`src/rtl/motor_pkg.sv`:
```
// Shared constants and types for the motor drive path: mode codes, PWM period and command width.
package motor_pkg;

  localparam int unsigned PER_LOG2 = 10;
  localparam int unsigned CMD_W    = 11;

  typedef logic [CMD_W-1:0] cmd_t;
  typedef logic [2:0]       mode_t;

  localparam mode_t BRAKE = 3'd0;
  localparam mode_t FWD   = 3'd1;
  localparam mode_t REV   = 3'd2;
  localparam mode_t COAST = 3'd3;
  localparam mode_t FAULT = 3'd4;

  // Largest positive command; a full-window forward count saturates here.
  localparam cmd_t CMD_MAX = {1'b0, {(CMD_W-1){1'b1}}};

  function automatic cmd_t cmd_neg(input cmd_t x);
    return ~x + cmd_t'(1);
  endfunction

endpackage

```
`src/rtl/pwm_capture.sv`:
```
// One side of the decoder: registers the fwd/rev pin pair, accumulates high time over each
// window and classifies the finished window into a signed command and drive mode.
module pwm_capture
  import motor_pkg::*;
#(
  parameter int unsigned PerLog2 = PER_LOG2
) (
  input  logic  clk,
  input  logic  rst,
  input  logic  fwd,
  input  logic  rev,
  input  logic  wrap,
  output cmd_t  value,
  output mode_t mode
);

  localparam int unsigned CntW = PerLog2 + 1;
  localparam logic [CntW-1:0] Full = {1'b1, {PerLog2{1'b0}}};

  logic            fwd_q, rev_q;
  logic [CntW-1:0] fcnt_d, fcnt_q;
  logic [CntW-1:0] rcnt_d, rcnt_q;
  logic [CntW-1:0] bcnt_d, bcnt_q;
  cmd_t            value_d, value_q;
  mode_t           mode_d, mode_q;

  // The wrap-cycle sample starts the new window instead of being dropped.
  always_comb begin
    fcnt_d = '0;
    rcnt_d = '0;
    bcnt_d = '0;
    if (wrap) begin
      fcnt_d = CntW'(fwd_q);
      rcnt_d = CntW'(rev_q);
      bcnt_d = CntW'(fwd_q & rev_q);
    end else begin
      fcnt_d = fcnt_q + CntW'(fwd_q);
      rcnt_d = rcnt_q + CntW'(rev_q);
      bcnt_d = bcnt_q + CntW'(fwd_q & rev_q);
    end
  end

  // Classification sees the counts of the window that just closed.
  always_comb begin
    value_d = value_q;
    mode_d  = mode_q;
    if (wrap) begin
      if (bcnt_q == Full) begin
        mode_d  = BRAKE;
        value_d = '0;
      end else if (fcnt_q == '0 && rcnt_q == '0) begin
        mode_d  = COAST;
        value_d = '0;
      end else if (rcnt_q == '0) begin
        mode_d  = FWD;
        value_d = (fcnt_q == Full) ? CMD_MAX : cmd_t'(fcnt_q);
      end else if (fcnt_q == '0) begin
        mode_d  = REV;
        value_d = cmd_neg(cmd_t'(rcnt_q));
      end else begin
        mode_d  = FAULT;
        value_d = '0;
      end
    end
  end

  always_ff @(posedge clk) begin
    if (rst) begin
      fwd_q   <= 1'b0;
      rev_q   <= 1'b0;
      fcnt_q  <= '0;
      rcnt_q  <= '0;
      bcnt_q  <= '0;
      value_q <= '0;
      mode_q  <= COAST;
    end else begin
      fwd_q   <= fwd;
      rev_q   <= rev;
      fcnt_q  <= fcnt_d;
      rcnt_q  <= rcnt_d;
      bcnt_q  <= bcnt_d;
      value_q <= value_d;
      mode_q  <= mode_d;
    end
  end

  assign value = value_q;
  assign mode  = mode_q;

endmodule

```
`src/rtl/motor_decode.sv`:
```
// Decodes the four H-bridge drive pins back into signed left/right commands and modes,
// one result per free-running measurement window.
module motor_decode #(
  parameter int unsigned PER_LOG2 = motor_pkg::PER_LOG2
) (
  input  logic             clk,
  input  logic             rst,
  input  logic             fwd_lft,
  input  logic             rev_lft,
  input  logic             fwd_rht,
  input  logic             rev_rht,
  output motor_pkg::cmd_t  lft,
  output motor_pkg::cmd_t  rht,
  output motor_pkg::mode_t lft_mode,
  output motor_pkg::mode_t rht_mode,
  output logic             valid
);

  logic [PER_LOG2-1:0] win_d, win_q;
  logic                primed_d, primed_q;
  logic                valid_d, valid_q;
  logic                wrap;

  // Counter value 1 marks the edge where the previous window's last sample has been summed.
  // The very first such edge after reset only arms the decoder: that window is still empty.
  always_comb begin
    win_d    = win_q + PER_LOG2'(1);
    wrap     = (win_q == PER_LOG2'(1)) && primed_q;
    primed_d = primed_q | (win_q == PER_LOG2'(1));
    valid_d  = wrap;
  end

  always_ff @(posedge clk) begin
    if (rst) begin
      win_q    <= '0;
      primed_q <= 1'b0;
      valid_q  <= 1'b0;
    end else begin
      win_q    <= win_d;
      primed_q <= primed_d;
      valid_q  <= valid_d;
    end
  end

  pwm_capture #(
    .PerLog2 (PER_LOG2)
  ) u_cap_lft (
    .clk   (clk),
    .rst   (rst),
    .fwd   (fwd_lft),
    .rev   (rev_lft),
    .wrap  (wrap),
    .value (lft),
    .mode  (lft_mode)
  );

  pwm_capture #(
    .PerLog2 (PER_LOG2)
  ) u_cap_rht (
    .clk   (clk),
    .rst   (rst),
    .fwd   (fwd_rht),
    .rev   (rev_rht),
    .wrap  (wrap),
    .value (rht),
    .mode  (rht_mode)
  );

  assign valid = valid_q;

endmodule

```
`config.mk`:
```
export PLATFORM = sky130hd
export DESIGN_NAME = motor_decode
export DESIGN_NICKNAME = d
export VERILOG_FILES = /design/src/rtl/motor_pkg.sv /design/src/rtl/pwm_capture.sv /design/src/rtl/motor_decode.sv
export SDC_FILE = /design/constraint.sdc
export NUM_CORES = 1
export LEC_CHECK = 0
export ABC_AREA = 1
export BUFFER_PORTS_ARGS = -buffer_cell sky130_fd_sc_hd__clkbuf_2
export CAP_MARGIN = 30
export CORE_ASPECT_RATIO = 0.6
export CORE_MARGIN = 4
export CORE_UTILIZATION = 45
export CTS_CLUSTER_DIAMETER = 100
export CTS_CLUSTER_SIZE = 16
export DETAILED_ROUTE_END_ITERATION = 10
export GPL_TIMING_DRIVEN = 1
export HOLD_SLACK_MARGIN = 0.06
export PLACE_DENSITY_LB_ADDON = 0.05
export RECOVER_POWER = 100
export SLEW_MARGIN = 20
export SYNTH_ARGS = -nofsm -noshare
export SYNTH_HDL_FRONTEND = slang
export SYNTH_SLANG_ARGS = --single-unit
```
`constraint.sdc`:
```
create_clock -name clk -period 3.7 [get_ports clk]
set_input_delay 0.74 -clock clk [delete_from_list [all_inputs] [get_ports clk]]
set_output_delay 0.74 -clock clk [all_outputs]
set_load 0.005 [all_outputs]
```
Word-level counts from Yosys, hierarchy flattened

Cells that the tools add are included.

Equality and inequality tests: 5
Add/sub/neg operators: 9
Bitwise logic cells: 5
Reduce and logical (&&, ||, !) cells: 8
Mux-type cells: 24

Operator list:

| operator              | number |
|---|---|
| $mux 11               | 12 |
| $add 11x1->11         | 4 |
| $eq 11x11->1 const B  | 4 |
| $logic_not 11->1      | 4 |
| $mux 3                | 8 |
| $add 11x1->11 const B | 2 |
| $add 11x11->11        | 2 |
| $not 11->11           | 2 |
| $add 10x1->10 const B | 1 |
| $eq 10x1->1 const B   | 1 |
| $mux 1                | 4 |
| $logic_and 1x1->1     | 3 |
| $and 1x1->1           | 2 |
| $reduce_or 2->1       | 1 |
| $or 1x1->1            | 1 |

Register bits: 110
Word-level logic and storage cells: 72
Output and inout port bits: 29
Bits of input ports: 6

Longest topological paths before layout

Depth after elaboration: 6
Mapped depth: 11
Depth with buffers taken out: 11

Hierarchy

A second synthesis with hierarchy kept.

Cell total of the unflattened synthesis: 819
Area, all modules: 5529.1 um^2

By module, submodules not included:

| module                  | area an instance (um^2) | instances | seq. area each (um^2) | cells an instance |
|---|---|---|---|---|
| pwm_capture (u_cap_lft) | 2509.9                  | 1         | 980.9                 | 374 |
| pwm_capture (u_cap_rht) | 2501.1                  | 1         | 980.9                 | 375 |
| motor_decode            | 518.0                   | 1         | 240.2                 | 70 |

Worst setup path after synthesis

Ideal clock, no wire load.

Path kind: register to register
From: register u_cap_lft.rev_q
To: register u_cap_lft.bcnt_q[10]
Path slack: 2150 ps
Library setup time: 120 ps
Cell stages (with the launch flop): 12
Clock period less this slack: 1550 ps
Data required time: 3580 ps
Path buffers: 0
Data arrival time: 1431 ps
Path through: dfxtp_1 nand2_1 inv_1 ha_1 ha_1 nand3_1 nor2_1 nand2_1 nor2_1 nand3_1 nand2_1 a21oi_1

Cells in the longest elaborated chain, start to end: 3

RTL lines:

| what                   | RTL line          | text |
|---|---|---|
| from (decl)            | pwm_capture.sv:20 | `logic fwd_q, rev_q;` |
| from (signal assigned) | pwm_capture.sv:78 | `rev_q <= rev;` |
| $and 1x1->1            | pwm_capture.sv:39 | `bcnt_d = bcnt_q + CntW'(fwd_q & rev_q);` |
| $add 11x11->11         | pwm_capture.sv:39 |  |
| $mux 11                | pwm_capture.sv:32 | `if (wrap) begin` |
| to (signal assigned)   | pwm_capture.sv:81 | `bcnt_q <= bcnt_d;` |
| to (decl)              | pwm_capture.sv:23 | `logic [CntW-1:0] bcnt_d, bcnt_q;` |

Every way passes these cells.
A chain may end at the register's enable or synchronous reset.

==> results.ini <==
[synth]
synth_top_family_by_area=simple AND/OR/NAND/NOR gates
syn-num-nets=782
yosys_warnings=0
synthArstFlopShare_pct=0
seq_area_frac_synth_pct=40.70
yosys.area_share.adder_pct=3.700
syn_area_per_cell_um2=7.119
synth-compound-area-share_pct=5.967
synth-simple-area-share_pct=37.42
synth.top_cell.area_share_pct=40.70
yosys-top-cells-area=dfxtp_1, nand2_1, nor2_1, inv_1, nand3_1
synth_edf_count=0
synth_xor_area_share_pct=4.209
synth.area.mux_share_pct=0
syn-cell-area_mm2=0.005410
synth_cells=760
synth_largest_area_cell=dfxtp_1
ys.flop_type=dfxtp_1
synth_cell_types=34
synth-seq-cells=110

[grt]
track_usage_pct=18.08
grt_antenna_before_repair=0
grt_pass1_wl_mm=20.29
grt_pass1_vias=4157
grt_max_degree=58
grt-ovfl-total=0

[setup_path]
crit_path_start_kind=primary input
crit_chain=clkbuf_1 > inv_1 > nand2_1 > clkbuf_2 > nor2_1 > a21oi_1
critPathTopFamily=buffers and inverters
critPathMaxStageDelay_ps=930
critPathCaptureType=flip-flop
crit_buf_inv=3
cp_slowest_cell=clkbuf_2
crit_arrival_ps=2750
critical_path_peak_fanout=57
criticalPathCategory=primary input to flip-flop
cp_data_required_time_ps=3970

[floorplanning]
num_rows=30
ios=35
initial_core_util_pct=46.95
core_region_area_mm2=0.01152
dieArea_mm2=0.01390
die_y_um=92.93
fp.dieW_um=149.6

[sta]
setup_viol=0
finalCriticalPeriod_ps=2474
maxSlewHeadroom_pct=16.93
final.setup.tns_ps=0
worst-slew-pin-transition_ps=1246
slew_viol_final=0
fmax_ghz=0.4041
hold_viol=0
rsz0062_at_grt=no
finalCritPeriodShare_pct=66.88
hold_ws_ps=450.9
fin_skew_ps=7.129

[detailed_routing]
ant_nets=0
dr.pass1.iters=5
remaining_drc_errors=0
dr_total_vias=4650
vias_per_cell=4.874
wirelength_mm=12.08
wl_per_cell_um=12.66
drt_iter0_drc=321

[power]
ir_worst_vdd_v=0.0002237
p_leak_nw=2.593
finalPower_mw=2.446
cellPowerDensity_mw_per_mm2=410.4

[clocking]
clk_pin_slew_ps=70
cts_tree=built
clock_path_buffers=2
root_buffer=clkbuf_16
hold_buffers=0
cts_made_buffers=9
htreeDepth=3
cts_resized=0
post-cts-setup-buffer-count=0
clock_sinks=110
clock_latency_ps=340

[place]
numPortBuffers=34
place_hpwl_mm=9.010
gp_congestion=0.8729
dp_cells=938

[final_layout]
num_antenna_cells=0
fillerInstances=1179
drive_above_1_share_pct=7.935
fin_nets=811
syn2layout_area_growth_pct=10.15
stdcell_count=954

[min_path]
hp-class=flip-flop to flip-flop

[status]
status=completed

[run]
max-cap-violations=0

## cell families (layout without fill, tap and decap cells)
kind of cell	Yosys count	in the layout
xor gates and xnor gates	26	26
DFF	110	110
AOI/OAI and AO/OA	64	64
and+or+nand+nor	444	444
buffers and inverters	100	134
adders and majority gates	16	16
## flip-flops by register name, indices dropped and copies added (netlist names), 10 cells and up
register	cells
u_cap_lft.value	11
u_cap_rht.value	11
win_q	10
u_cap_rht.fcnt_q	11
u_cap_rht.bcnt_q	11
u_cap_rht.rcnt_q	11
u_cap_lft.rcnt_q	11
u_cap_lft.bcnt_q	11
u_cap_lft.fcnt_q	11
## layout make-up
type                    count  area [um2]  share of cell area, %
well taps                 160       200.2                  3.359
inverters                  83       311.5                  5.228
clock buffers              11       242.7                  4.073
clock inverters             5       81.33                  1.365
repair buffers             35       151.4                  2.540
multi-input cells         550        2770                  46.48
flip-flops and latches    110        2202                  36.95
## layout by cell type, fill, tap and decap left out, types with 8 or more instances in the layout
cell and n:
nand2_1 211, dfxtp_1 110, nor2_1 102, inv_1 78, nand3_1 52, a21oi_1 43, nor3_1 22, xor2_1 22
clkbuf_1 20, o21ai_0 18, nand4_1 16, ha_1 16, clkbuf_2 16, clkbuf_16 9, nor2_2 8
## report_power, final
group / switching [mW] / total (mW) / internal [mW]
combinational: 0.120 / 0.177 / 0.0570
sequential: 0.0158 / 1.22 / 1.20
clock: 0.439 / 1.05 / 0.614
## Yosys cell counts, types with 5 or more instances
library cell / n
a21oi_1: 43
nand3_1: 52
inv_1: 77
nand4_1: 16
buf_2: 7
nor2_2: 8
inv_2: 5
ha_1: 16
xor2_1: 22
nor3_1: 22
o21ai_0: 18
buf_4: 5
dfxtp_1: 110
nor2_1: 102
nor2_4: 5
nand2_1: 211
## path summary, 6_finish.rpt
| path | startpoint | end | slack, ps | cells after the start |
|---|---|---|---|---|
| setup / recovery | rst | u_cap_lft.mode[1]$_SDFFE_PP1P_ | 1230 | 6 |
| hold / removal | u_cap_rht.value[1]$_SDFFE_PP0P_ | u_cap_rht.value[1]$_SDFFE_PP0P_ | 450 | 2 |
| setup reg to reg | win_q[1]$_SDFF_PP0_ | u_cap_lft.fcnt_q[7]$_SDFF_PP0_ | 1500 | 9 |
| hold reg to reg | u_cap_rht.value[1]$_SDFFE_PP0P_ | u_cap_rht.value[1]$_SDFFE_PP0P_ | 450 | 2 |
## per-stage QoR
step | setup WS, ps | util (%) | cell area [um2]
6_report | 1226 | 51.72 | 5959
5_1_grt | 919.7 | 51.72 | 5959
4_1_cts | 1809 | 52.01 | 5993
3_5_place_dp | 1510 | 49.20 | 5669
3_3_place_gp | 1536 | 49.20 | 5669
2_1_floorplan | 2150 | - | 5410
## worst min-delay path, stage by stage, from the launching register on
cell,delay [ps]
dfxtp_1,310
nand2_1,60
nand2_1,40
## per-layer routing
metal	track usage [%]	vias to the layer above	wire length, um
met5	0	-	0
met4	4.417	0	171
met3	4.597	11	709
met2	24.32	82	4591
met1	28.17	2081	6603
li1	-	2476	-
No activity file was read; power rests on OpenSTA's default activity.
